===== src/rtl/music_pkg.sv =====
// Shared definitions for the song sequencer: note codes, FSM states,
// song ROM word field offsets and the note -> one-hot LED mapping.
// No ports; imported by song_sequencer.
package music_pkg;

  localparam logic [3:0] NOTE_REST = 4'h0;
  localparam logic [3:0] NOTE_END  = 4'hF;

  // ROM word layout: {duration, octave[1:0], note[3:0]}
  localparam int NOTE_LSB = 0;
  localparam int OCT_LSB  = 4;
  localparam int DUR_LSB  = 6;

  typedef enum logic [2:0] {
    ST_FETCH,
    ST_WAIT,
    ST_PLAY,
    ST_GAP,
    ST_DONE
  } state_t;

  // Notes 1..7 light bit n-1; rest, end marker and unused codes light nothing.
  function automatic logic [6:0] note_led(input logic [3:0] note);
    logic [6:0] led;
    led = '0;
    if (note >= 4'd1 && note <= 4'd7) led = 7'd1 << (note - 4'd1);
    return led;
  endfunction

endpackage


===== src/rtl/beat_tick_gen.sv =====
// Beat timebase: counts enabled cycles 0..TICK_DIV-1 and pulses tick for one
// cycle on the terminal count. Ports: clk, reset (sync, active-high),
// clear (restart count from 0), enable (count this cycle), tick (beat pulse).
module beat_tick_gen #(
  parameter int TICK_DIV = 10_000_000
) (
  input  logic clk,
  input  logic reset,
  input  logic clear,
  input  logic enable,
  output logic tick
);

  localparam int CW = (TICK_DIV > 1) ? $clog2(TICK_DIV) : 1;
  localparam logic [CW-1:0] LAST = CW'(TICK_DIV - 1);

  logic [CW-1:0] cnt;

  always_ff @(posedge clk) begin
    if (reset || clear) begin
      cnt <= '0;
    end else if (enable) begin
      cnt <= (cnt == LAST) ? '0 : cnt + CW'(1);
    end
  end

  assign tick = enable && !clear && (cnt == LAST);

endmodule


===== src/rtl/song_sequencer.sv =====
// Auto-play sequencer: walks an external song ROM and drives note, octave and
// LED for each entry's beat count, with loop, pause, inter-note gap and
// next/prev song buttons. Ports: clk, reset, btn_next, btn_prev, play_en,
// loop_en, rom_addr/rom_data (1-cycle ROM), note_to_play, octave_auto,
// led_out, song_num, done.
module song_sequencer
  import music_pkg::*;
#(
  parameter int NUM_SONGS = 3,
  parameter int SONG_LEN  = 56,
  parameter int TICK_DIV  = 10_000_000,
  parameter int DUR_W     = 4,
  parameter int GAP_CYC   = 0,
  localparam int SONG_W   = (NUM_SONGS > 1) ? $clog2(NUM_SONGS) : 1,
  localparam int POS_W    = (SONG_LEN > 1) ? $clog2(SONG_LEN) : 1
) (
  input  logic                    clk,
  input  logic                    reset,
  input  logic                    btn_next,
  input  logic                    btn_prev,
  input  logic                    play_en,
  input  logic                    loop_en,
  output logic [SONG_W+POS_W-1:0] rom_addr,
  input  logic [6+DUR_W-1:0]      rom_data,
  output logic [3:0]              note_to_play,
  output logic [1:0]              octave_auto,
  output logic [6:0]              led_out,
  output logic [SONG_W-1:0]       song_num,
  output logic                    done
);

  localparam int GAP_W = (GAP_CYC > 1) ? $clog2(GAP_CYC) : 1;
  localparam logic [GAP_W-1:0]  GAP_LAST  = GAP_W'((GAP_CYC > 0) ? GAP_CYC - 1 : 0);
  localparam logic [POS_W-1:0]  POS_LAST  = POS_W'(SONG_LEN - 1);
  localparam logic [SONG_W-1:0] SONG_LAST = SONG_W'(NUM_SONGS - 1);

  state_t             state, state_nxt;
  logic [POS_W-1:0]   pos;
  logic [DUR_W-1:0]   beats_left;
  logic [GAP_W-1:0]   gap_cnt;
  logic               btn_next_q, btn_prev_q;
  logic               tick;

  logic               load_note, silence, beat_dec, gap_inc;
  logic               pos_inc, pos_zero, entry_end;

  logic [3:0]         rom_note;
  logic [1:0]         rom_oct;
  logic [DUR_W-1:0]   rom_dur;

  assign rom_note = rom_data[NOTE_LSB +: 4];
  assign rom_oct  = rom_data[OCT_LSB +: 2];
  assign rom_dur  = rom_data[DUR_LSB +: DUR_W];

  // A rising edge on exactly one button changes song; both at once cancel.
  logic rise_next, rise_prev, song_chg;
  assign rise_next = btn_next && !btn_next_q;
  assign rise_prev = btn_prev && !btn_prev_q;
  assign song_chg  = rise_next ^ rise_prev;

  assign rom_addr = {song_num, pos};
  assign done     = (state == ST_DONE);

  beat_tick_gen #(.TICK_DIV(TICK_DIV)) u_tick (
    .clk    (clk),
    .reset  (reset),
    .clear  ((state != ST_PLAY) || song_chg),
    .enable ((state == ST_PLAY) && play_en),
    .tick   (tick)
  );

  always_ff @(posedge clk) begin
    if (reset) state <= ST_FETCH;
    else       state <= state_nxt;
  end

  always_comb begin
    state_nxt = state;
    load_note = 1'b0;
    silence   = 1'b0;
    beat_dec  = 1'b0;
    gap_inc   = 1'b0;
    pos_inc   = 1'b0;
    pos_zero  = 1'b0;
    entry_end = 1'b0;
    unique case (state)
      ST_FETCH: state_nxt = ST_WAIT;
      ST_WAIT: begin
        if (rom_note == NOTE_END) begin
          if (loop_en) begin
            pos_zero  = 1'b1;
            state_nxt = ST_FETCH;
          end else begin
            silence   = 1'b1;
            state_nxt = ST_DONE;
          end
        end else begin
          load_note = 1'b1;
          state_nxt = ST_PLAY;
        end
      end
      ST_PLAY: begin
        // tick only fires while play_en is high, so pause freezes here.
        if (tick) begin
          if (beats_left == DUR_W'(1)) begin
            silence = 1'b1;
            if (GAP_CYC > 0) state_nxt = ST_GAP;
            else             entry_end = 1'b1;
          end else begin
            beat_dec = 1'b1;
          end
        end
      end
      ST_GAP: begin
        if (play_en) begin
          if (gap_cnt == GAP_LAST) entry_end = 1'b1;
          else                     gap_inc   = 1'b1;
        end
      end
      default: ;
    endcase
    // The last ROM slot of a song behaves like an end marker.
    if (entry_end) begin
      if (pos == POS_LAST) begin
        if (loop_en) begin
          pos_zero  = 1'b1;
          state_nxt = ST_FETCH;
        end else begin
          state_nxt = ST_DONE;
        end
      end else begin
        pos_inc   = 1'b1;
        state_nxt = ST_FETCH;
      end
    end
    if (song_chg) state_nxt = ST_FETCH;
  end

  always_ff @(posedge clk) begin
    if (reset) begin
      btn_next_q   <= 1'b0;
      btn_prev_q   <= 1'b0;
      song_num     <= '0;
      pos          <= '0;
      beats_left   <= '0;
      gap_cnt      <= '0;
      note_to_play <= NOTE_REST;
      octave_auto  <= '0;
      led_out      <= '0;
    end else begin
      btn_next_q <= btn_next;
      btn_prev_q <= btn_prev;
      if (song_chg) begin
        if (rise_next) song_num <= (song_num == SONG_LAST) ? '0 : song_num + SONG_W'(1);
        else           song_num <= (song_num == '0) ? SONG_LAST : song_num - SONG_W'(1);
        pos          <= '0;
        beats_left   <= '0;
        gap_cnt      <= '0;
        note_to_play <= NOTE_REST;
        octave_auto  <= '0;
        led_out      <= '0;
      end else begin
        if (load_note) begin
          note_to_play <= rom_note;
          octave_auto  <= rom_oct;
          led_out      <= note_led(rom_note);
          beats_left   <= (rom_dur == '0) ? DUR_W'(1) : rom_dur;
          gap_cnt      <= '0;
        end
        if (silence) begin
          note_to_play <= NOTE_REST;
          octave_auto  <= '0;
          led_out      <= '0;
        end
        if (beat_dec) beats_left <= beats_left - DUR_W'(1);
        if (gap_inc)  gap_cnt    <= gap_cnt + GAP_W'(1);
        if (pos_zero)     pos <= '0;
        else if (pos_inc) pos <= pos + POS_W'(1);
      end
    end
  end

endmodule


===== config.mk =====
export PLATFORM = sky130hd
export DESIGN_NAME = song_sequencer
export DESIGN_NICKNAME = d
export VERILOG_FILES = /design/src/rtl/music_pkg.sv /design/src/rtl/beat_tick_gen.sv /design/src/rtl/song_sequencer.sv
export SDC_FILE = /design/constraint.sdc
export NUM_CORES = 1
export LEC_CHECK = 0
export ABC_AREA = 1
export BUFFER_PORTS_ARGS = -buffer_cell sky130_fd_sc_hd__clkbuf_2
export CORE_AREA = 2 2 78 80
export DETAILED_ROUTE_END_ITERATION = 16
export DIE_AREA = 0 0 80 82
export PLACE_DENSITY = 0.75
export RECOVER_POWER = 25
export SKIP_LAST_GASP = 1
export SYNTH_ARGS = -nofsm -noshare
export SYNTH_HDL_FRONTEND = slang
export SYNTH_HIERARCHICAL = 1
export SYNTH_SLANG_ARGS = --single-unit

===== constraint.sdc =====
create_clock -name clk -period 3 [get_ports clk]
set_input_delay 0.45 -clock clk [delete_from_list [all_inputs] [get_ports clk]]
set_output_delay 0.45 -clock clk [all_outputs]
set_load 0.02 [all_outputs]

==> impl_results.html, run 1 <==
<table>
<tr><th>Metric</th><th>Value</th></tr>
<tr><th colspan="2">Run status</th></tr>
<tr><td>Run status</td><td>finished clean</td></tr>
<tr><th colspan="2">Clocking</th></tr>
<tr><td>Hold_buf cts</td><td>0</td></tr>
<tr><td>Post-CTS setup-driven buffer insertion count</td><td>0</td></tr>
<tr><td>Clk sink count</td><td>55</td></tr>
<tr><td>Clock root buffer master</td><td>clkbuf_8</td></tr>
<tr><td>Inserted Clock Buffers</td><td>5</td></tr>
<tr><td>H-tree depth</td><td>2</td></tr>
<tr><td>Number of gates resized after CTS</td><td>0</td></tr>
<tr><td>CTS max path bufs</td><td>2</td></tr>
<tr><td>Clock latency reported for the late side of the worst-skew pair</td><td>300 ps</td></tr>
<tr><td>Clock tree from TritonCTS</td><td>yes</td></tr>
<tr><td>Clock slew at the register clock pins of the worst setup and hold paths</td><td>100 ps</td></tr>
<tr><th colspan="2">Finish</th></tr>
<tr><td>Antenna Cells</td><td>0</td></tr>
<tr><td>Fraction of final layout cells sized beyond drive strength 1</td><td>12.7%</td></tr>
<tr><td>Signed area change from the synthesized netlist to the final layout</td><td>11.2%</td></tr>
<tr><td>Number of nets in the final layout</td><td>526</td></tr>
<tr><td>Fill count</td><td>557</td></tr>
<tr><th colspan="2">Global route</th></tr>
<tr><td>Aggregate global-route resource usage</td><td>20.9%</td></tr>
<tr><td>First-pass GRT wire length</td><td>11.2 mm</td></tr>
<tr><td>Number of global-route vias before repair</td><td>2,729</td></tr>
<tr><td>Largest net degree at the start of global routing</td><td>18</td></tr>
<tr><td>Total global routing overflow</td><td>0</td></tr>
<tr><td>Initial antenna violation count</td><td>0</td></tr>
<tr><th colspan="2">Drt</th></tr>
<tr><td>First-pass DRT Iterations</td><td>6</td></tr>
<tr><td>Total number of vias</td><td>2,954</td></tr>
<tr><td>Final Routed Wirelength</td><td>6.42 mm</td></tr>
<tr><td>DR WL met3</td><td>300 um</td></tr>
<tr><td>Initial DRC Count</td><td>196</td></tr>
<tr><td>Count of unresolved DRC violations after routing</td><td>0</td></tr>
<tr><td>Final ANT Viol Nets</td><td>0</td></tr>
<tr><td>DR vias/cell</td><td>5.10</td></tr>
<tr><td>DR top layer</td><td>met4</td></tr>
<tr><td>Met2 Wirelength</td><td>3.08 mm</td></tr>
<tr><td>Average wire length per cell after detail routing</td><td>11.1 um</td></tr>
<tr><td>Met1 wire length</td><td>2.91 mm</td></tr>
<tr><th colspan="2">Worst setup path</th></tr>
<tr><td>Required time of the critical path</td><td>3210 ps</td></tr>
<tr><td>Critical path class</td><td>reg2reg</td></tr>
<tr><td>Dominant delay contributor by cell family on the critical path</td><td>simple AND/OR/NAND/NOR gates</td></tr>
<tr><td>Crit path launch type</td><td>flip-flop</td></tr>
<tr><td>CP bufs+invs</td><td>3</td></tr>
<tr><td>Critical-path top delay cell</td><td>dfxtp_1</td></tr>
<tr><td>Worst-path maximum fanout</td><td>9</td></tr>
<tr><td>Sequence of cells on the critical path</td><td>inv_1 -&gt; nand3_2 -&gt; nor2_1 -&gt; buf_4 -&gt; nand2_1 -&gt; nor2_1 -&gt; nand2_1 -&gt; nor2_1 -&gt; nand2_1 -&gt; nor2_1 -&gt; nand3_1 -&gt; o21ai_4 -&gt; nand2_4 -&gt; nand2_1 -&gt; nand2_1 -&gt; inv_1 -&gt; nor2_1</td></tr>
<tr><td>Capturing element type of the critical path</td><td>flip-flop</td></tr>
<tr><td>Max stage delay on crit path</td><td>340 ps</td></tr>
<tr><td>Arrival time worst endpoint</td><td>2550 ps</td></tr>
<tr><th colspan="2">Timing</th></tr>
<tr><td>Worst slew pin tran</td><td>451 ps</td></tr>
<tr><td>Worst Skew</td><td>2.59 ps</td></tr>
<tr><td>RSZ-0062 raised after global routing</td><td>false</td></tr>
<tr><td>Count of pins over their slew limit</td><td>0</td></tr>
<tr><td>Fmax achieved</td><td>426 MHz</td></tr>
<tr><td>Setup TNS after final layout</td><td>0 ps</td></tr>
<tr><td>Final worst path period need</td><td>2350 ps</td></tr>
<tr><td>Final Cycle Share</td><td>78.3%</td></tr>
<tr><td>Setup violations, final</td><td>0</td></tr>
<tr><td>Smallest setup slack after layout</td><td>652 ps</td></tr>
<tr><td>Number of failing hold endpoints at the final stage</td><td>0</td></tr>
<tr><td>Max-slew headroom at the worst pin</td><td>69.9%</td></tr>
<tr><th colspan="2">Job</th></tr>
<tr><td>Count of max-cap constraint violations</td><td>0</td></tr>
<tr><th colspan="2">Power and ir drop</th></tr>
<tr><td>Switching share of power</td><td>23.9%</td></tr>
<tr><td>Total power draw</td><td>1.47 mW</td></tr>
<tr><td>Design internal power</td><td>1.12 mW</td></tr>
<tr><td>Pwr/cell area</td><td>429 mW/mm^2</td></tr>
<tr><td>Clock network fraction of design power</td><td>39.1%</td></tr>
<tr><td>Switching component of the power</td><td>352 uW</td></tr>
<tr><td>Standby leakage power</td><td>1.30 nW</td></tr>
<tr><td>Flop pwr share</td><td>51.2%</td></tr>
<tr><td>Combinational share of power</td><td>9.6%</td></tr>
<tr><td>Worst vdd ir</td><td>280 uV</td></tr>
<tr><th colspan="2">Die</th></tr>
<tr><td>Die Outline Area</td><td>0.00656 mm^2</td></tr>
<tr><td>Initial Utilization</td><td>53.8%</td></tr>
<tr><td>Core Area</td><td>0.00575 mm^2</td></tr>
<tr><td>Horizontal extent of the die</td><td>80 um</td></tr>
<tr><td>Placement row count</td><td>28</td></tr>
<tr><td>Die boundary height</td><td>82 um</td></tr>
<tr><td>Count of boundary I/O pins</td><td>40</td></tr>
<tr><th colspan="2">Logic synthesis</th></tr>
<tr><td>Seq/Total Area, Yosys</td><td>35.6%</td></tr>
<tr><td>Syn_nets</td><td>486</td></tr>
<tr><td>Share of the synthesized area in the top cell type</td><td>35.6%</td></tr>
<tr><td>Biggest area consumer among synthesized cells</td><td>dfxtp_1</td></tr>
<tr><td>Number of unique standard cell types used by synthesis</td><td>33</td></tr>
<tr><td>Cell types occupying the most area after synthesis</td><td>dfxtp_1, nand2_1, nor2_1</td></tr>
<tr><td>Total of warnings raised by yosys</td><td>6</td></tr>
<tr><td>Syn_area_per_cell</td><td>6.67 um^2</td></tr>
<tr><td>Flip-flop and latch count after synthesis</td><td>55</td></tr>
<tr><td>Mapped Cells</td><td>463</td></tr>
<tr><td>Post-synthesis instance area</td><td>0.00309 mm^2</td></tr>
<tr><th colspan="2">Place</th></tr>
<tr><td>Place WS</td><td>680 ps</td></tr>
<tr><td>HPWL after detailed placement</td><td>4.78 mm</td></tr>
<tr><td>Final weighted congestion in routability-driven placement</td><td>0.859</td></tr>
<tr><td>Number of buffers added on ports</td><td>39</td></tr>
<tr><th colspan="2">Hold path</th></tr>
<tr><td>Worst hold-check path type</td><td>in2reg</td></tr>
</table>
[state kept, by name, summed over array words and instances, names as in the netlist]
signal,cells
u_tick/cnt,24
led_out,7
pos,6
beats_left,4
note_to_play,4
state,3
octave_auto,2
song_num,2
btn_next_q,1
btn_prev_q,1
gap_cnt,1
[layout by cell type, fill, tap and decap left out, types with 5 or more instances in the layout]
cell / netlist / final
dfxtp_1: 55 / 55
nor3_1: 9 / 9
clkbuf_8: 0 / 5
inv_1: 58 / 58
nor2_1: 88 / 88
ha_1: 7 / 7
nand2_1: 112 / 112
xor2_1: 5 / 5
clkbuf_2: 0 / 21
xnor2_1: 5 / 5
o21ai_0: 14 / 14
nand4_1: 10 / 10
clkbuf_1: 0 / 18
nor2_2: 10 / 10
a21oi_1: 17 / 17
nand3_1: 29 / 29
[power by group through the flow]
| stage | clock (mW) | combinational [mW] | sequential (mW) |
|---|---|---|---|
| floorplan | 0 | 0.106 | 0.778 |
| global placement | 0 | 0.142 | 0.770 |
| detailed placement | 0 | 0.144 | 0.771 |
| CTS | 0.592 | 0.146 | 0.754 |
| global route | 0.618 | 0.161 | 0.756 |
| finish | 0.576 | 0.142 | 0.754 |
[Yosys cell counts (all sizes together)]
library cell,number
nand2,118
nor2,101
inv,62
dfxtp,55
nand3,34
a21oi,19
o21ai,19
nand4,11
nor3,10
buf,8
ha,7
xnor2,5
xor2,5
a31oi,3
a22oi,2
a32oi,1
nand3b,1
o22ai,1
or2,1
[worst paths after layout]
kind / startpoint / to / slack (ps) / cells past startpoint
hold reg to reg: gap_cnt$_SDFFE_PP0P_ / gap_cnt$_SDFFE_PP0P_ / 460 / 2
setup reg to reg: state[2]$_SDFFE_PP0P_ / pos[4]$_SDFFE_PP0P_ / 650 / 17
hold / removal: rom_data[4] / octave_auto[0]$_SDFFE_PP0P_ / 370 / 3
setup / recovery: state[2]$_SDFFE_PP0P_ / pos[4]$_SDFFE_PP0P_ / 650 / 17
[metal layers]
layer  GRT usage, %  vias up
li1               -     1529
met1           25.8     1333
met2           36.3       75
met3           3.85       17
met4           8.14        0
met5              0        -
[worst min-delay path, delay by kind of cell]
kind,cells,cell delay (ps)
compound gates,1,50
simple gates,1,50
buf+inv,1,80
[layout make-up]
class / instances / area [um^2] / area share, %
clock buffer: 5 / 68.8 / 2.00
clock inverter: 3 / 67.6 / 1.97
inverter: 62 / 233 / 6.78
multi-input combinational: 338 / 1680 / 49.0
sequential: 55 / 1100 / 32.1
tap: 75 / 93.8 / 2.73
timing repair buffer: 41 / 188 / 5.46
[through the flow]
stage          cell area [um^2]  util [%]  hold WS [ps]  std cells
2_1_floorplan              3090         -           430        463
3_3_place_gp               3320      57.8           447        571
3_5_place_dp               3320      57.8           453        571
4_1_cts                    3460      60.2           361        579
5_1_grt                    3430      59.8           378        579
6_report                   3430      59.8           368        579
[kinds of logic (layout without fill, tap and decap cells)]
logic type               Yosys count  count (layout)  share of synthesized area [%]
XOR/XNOR                          10              10                           2.84
AO/OA/AOI/OAI                     45              45                           8.34
AND/OR/NAND/NOR                  276             276                           40.5
flip-flops                        55              55                           35.6
adder cells (fa/ha/maj)            7               7                           2.84
buffers and inverters             70             111                           9.88
(Power assumes the default switching activity.)
==> inputs of run 2 (changes only) <==
Settings changed: CORE_AREA 2 2 78 80 to 2 2 81 83, DIE_AREA 0 0 80 82 to 0 0 83 85, PLACE_DENSITY 0.75 to 0.73.
Clock period 3 ns to 1.9 ns, I/O delays scaled along.
==> run 2 against run 1 <==
  * Largest power group unchanged
  * Highest routed layer unchanged
  * The flow now finishes with violations (setup timing)
  * Critical path depth down 4
  * Power up 47%
  * Cell area up 10%
  * Sequential power up 58%
==> impl_results.html, run 2 (synthesis results as in run 1) <==
<table>
<tr><th>Metric</th><th>Value</th></tr>
<tr><th colspan="2">Drt</th></tr>
<tr><td>DR vias/cell</td><td>5.00</td></tr>
<tr><td>Final ANT Viol Nets</td><td>0</td></tr>
<tr><td>Final Routed Wirelength</td><td>7.24 mm</td></tr>
<tr><td>Average wire length per cell after detail routing</td><td>11.8 um</td></tr>
<tr><td>First-pass DRT Iterations</td><td>4</td></tr>
<tr><td>Initial DRC Count</td><td>238</td></tr>
<tr><td>Total number of vias</td><td>3,063</td></tr>
<tr><td>Count of unresolved DRC violations after routing</td><td>0</td></tr>
<tr><th colspan="2">Worst setup path</th></tr>
<tr><td>Capturing element type of the critical path</td><td>flip-flop</td></tr>
<tr><td>Arrival time worst endpoint</td><td>2150 ps</td></tr>
<tr><td>Worst-path maximum fanout</td><td>7</td></tr>
<tr><td>Required time of the critical path</td><td>2110 ps</td></tr>
<tr><td>Sequence of cells on the critical path</td><td>inv_2 -&gt; nand3_4 -&gt; nor2_4 -&gt; nand2_2 -&gt; nor2_2 -&gt; nand2_1 -&gt; nor2_1 -&gt; nand2_1 -&gt; nor2_2 -&gt; nand3_2 -&gt; or2_4 -&gt; nand4_4 -&gt; nor2_1</td></tr>
<tr><td>CP bufs+invs</td><td>1</td></tr>
<tr><td>Critical path class</td><td>reg2reg</td></tr>
<tr><td>Dominant delay contributor by cell family on the critical path</td><td>simple AND/OR/NAND/NOR gates</td></tr>
<tr><td>Depth of the worst register-to-register path</td><td>13</td></tr>
<tr><td>Crit path launch type</td><td>flip-flop</td></tr>
<tr><td>Max stage delay on crit path</td><td>340 ps</td></tr>
<tr><td>Critical-path top delay cell</td><td>dfxtp_2</td></tr>
<tr><td>Levels on crit path</td><td>13</td></tr>
<tr><th colspan="2">Clocking</th></tr>
<tr><td>Clock slew at the register clock pins of the worst setup and hold paths</td><td>100 ps</td></tr>
<tr><td>Inserted Clock Buffers</td><td>5</td></tr>
<tr><td>Clk sink count</td><td>55</td></tr>
<tr><td>H-tree depth</td><td>2</td></tr>
<tr><td>CTS max path bufs</td><td>2</td></tr>
<tr><td>Hold_buf cts</td><td>0</td></tr>
<tr><td>Clock tree from TritonCTS</td><td>yes</td></tr>
<tr><td>Clock latency reported for the late side of the worst-skew pair</td><td>320 ps</td></tr>
<tr><td>Clock root buffer master</td><td>clkbuf_8</td></tr>
<tr><th colspan="2">Finish</th></tr>
<tr><td>Final instance area</td><td>0.00379 mm^2</td></tr>
<tr><td>Count of non-filler cells in the finished layout</td><td>613</td></tr>
<tr><td>Largest register by flop count</td><td>u_tick/cnt</td></tr>
<tr><td>Biggest registers after layout</td><td>u_tick/cnt (24), led_out (7), pos (6)</td></tr>
<tr><td>Fill count</td><td>592</td></tr>
<tr><td>Share of the core filled with cells</td><td>61.1%</td></tr>
<tr><td>Leading cell type in the layout, fill and taps excluded</td><td>nand2_1</td></tr>
<tr><td>Signed area change from the synthesized netlist to the final layout</td><td>22.8%</td></tr>
<tr><td>Most used cells in the layout excluding fill and tap cells</td><td>nand2_1, nor2_1, inv_1</td></tr>
<tr><td>Antenna Cells</td><td>0</td></tr>
<tr><td>Multi-input combinational cell area</td><td>0.00183 mm^2</td></tr>
<tr><td>Number of nets in the final layout</td><td>558</td></tr>
<tr><td>Fraction of final layout cells sized beyond drive strength 1</td><td>25.0%</td></tr>
<tr><td>Combined flip-flop and latch cell area</td><td>0.00111 mm^2</td></tr>
<tr><td>Max reg flops</td><td>24</td></tr>
<tr><th colspan="2">Global route</th></tr>
<tr><td>Largest net degree at the start of global routing</td><td>20</td></tr>
<tr><td>Total global routing overflow</td><td>0</td></tr>
<tr><td>Number of global-route vias before repair</td><td>2,667</td></tr>
<tr><td>Initial antenna violation count</td><td>0</td></tr>
<tr><td>First-pass GRT wire length</td><td>11.7 mm</td></tr>
<tr><td>Aggregate global-route resource usage</td><td>19.6%</td></tr>
<tr><th colspan="2">Place</th></tr>
<tr><td>Placed cells</td><td>597</td></tr>
<tr><td>Final weighted congestion in routability-driven placement</td><td>0.868</td></tr>
<tr><td>Cell area reported after detailed placement</td><td>0.00352 mm^2</td></tr>
<tr><td>Number of buffers added on ports</td><td>39</td></tr>
<tr><td>HPWL after detailed placement</td><td>5.11 mm</td></tr>
<tr><th colspan="2">Die</th></tr>
<tr><td>Count of boundary I/O pins</td><td>40</td></tr>
<tr><td>Core Area</td><td>0.00620 mm^2</td></tr>
<tr><td>Placement row count</td><td>29</td></tr>
<tr><td>Die Outline Area</td><td>0.00706 mm^2</td></tr>
<tr><td>Initial Utilization</td><td>49.8%</td></tr>
<tr><td>Horizontal extent of the die</td><td>83 um</td></tr>
<tr><td>Die boundary height</td><td>85 um</td></tr>
<tr><th colspan="2">Timing</th></tr>
<tr><td>Final worst path period need</td><td>1930 ps</td></tr>
<tr><td>Fmax achieved</td><td>517 MHz</td></tr>
<tr><td>Max-slew headroom at the worst pin</td><td>63.4%</td></tr>
<tr><td>Worst Skew</td><td>7.73 ps</td></tr>
<tr><td>Worst slack on hold paths</td><td>189 ps</td></tr>
<tr><td>Setup violations, final</td><td>6</td></tr>
<tr><td>Final Cycle Share</td><td>102%</td></tr>
<tr><td>RSZ-0062 raised after global routing</td><td>true</td></tr>
<tr><td>Number of failing hold endpoints at the final stage</td><td>0</td></tr>
<tr><td>Count of pins over their slew limit</td><td>0</td></tr>
<tr><td>Worst slew pin tran</td><td>549 ps</td></tr>
<tr><td>Smallest setup slack after layout</td><td>-33.1 ps</td></tr>
<tr><th colspan="2">Run status</th></tr>
<tr><td>Run status</td><td>finished, violations left</td></tr>
<tr><td>Violated checks</td><td>setup timing</td></tr>
<tr><th colspan="2">Job</th></tr>
<tr><td>Count of max-cap constraint violations</td><td>0</td></tr>
<tr><th colspan="2">Power and ir drop</th></tr>
<tr><td>Standby leakage power</td><td>1.48 nW</td></tr>
<tr><td>Worst vdd ir</td><td>465 uV</td></tr>
<tr><td>Pwr/cell area</td><td>571 mW/mm^2</td></tr>
<tr><th colspan="2">Hold path</th></tr>
<tr><td>Worst hold-check path type</td><td>in2reg</td></tr>
<tr><td>Worst Hold Path Cells</td><td>3</td></tr>
</table>
[run 2: cell types whose count changed in the layout (fill, tap and decap cells not counted), moves of 6 or more]
cell      change
clkbuf_1      -7
clkbuf_2      +7
buf_4        +30
a21oi_1       -8
a21oi_2       +8
nor2_1        -6
[run 2: cell type report]
cell class              instances  share of cell area (%)
multi-input cells             340                    48.4
flip-flops and latches         55                    29.2
repair buffers                 71                    11.1
inverters                      62                    6.20
well taps                      77                    2.54
clock buffers                   5                    1.81
clock inverters                 3                   0.759
[run 2: worst paths after layout]
check	start	end	slack, ps
worst max-delay path	state[2]$_SDFFE_PP0P_	led_out[6]$_SDFFE_PP0P_	-30
worst min register to register	gap_cnt$_SDFFE_PP0P_	gap_cnt$_SDFFE_PP0P_	460
worst min-delay path	btn_prev	btn_prev_q$_SDFF_PP0_	190
worst max register to register	state[2]$_SDFFE_PP0P_	led_out[6]$_SDFFE_PP0P_	-30
[run 2: per-stage QoR]
| step | power (mW) | worst slack (ps) | TNS (ps) |
|---|---|---|---|
| after floorplan | 1.40 | -62.3 | -756 |
| after global placement | 1.46 | 12.2 | 0 |
| after detailed placement | 1.47 | -48.6 | -236 |
| after CTS | 2.16 | 4.91 | 0 |
| after global routing | 2.26 | -170 | -2550 |
| final | 2.16 | -33.1 | -55.9 |
[run 2: what timing repair did]
action / CTS / global route
gates resized for setup: 6 / 27
cloned: 1 / 1
endpoints found under the hold margin: 0 / 0
pin swaps: 6 / 12
endpoints found under the setup margin: 10 / 31
buffers inserted: 4 / 2
[run 2: power breakdown]
part	internal, mW	total (mW)	switching [mW]
Clock	0.274	0.698	0.424
Combinational	0.0937	0.279	0.185
Sequential	1.17	1.19	0.0148
[run 2: layer usage]
| layer | wire [um] | global-route usage [%] | up-vias |
|---|---|---|---|
| met3 | 299 | 3.50 | 7 |
| met1 | 3640 | 27.5 | 1387 |
| met5 | 0 | 0 | - |
| met2 | 3220 | 31.7 | 68 |
| met4 | 77 | 4.47 | 0 |
| li1 | - | - | 1601 |
[run 2: worst min-delay path, stage by stage]
cell and delay, ps:
clkbuf_2 70, inv_1 50, nor2_1 70
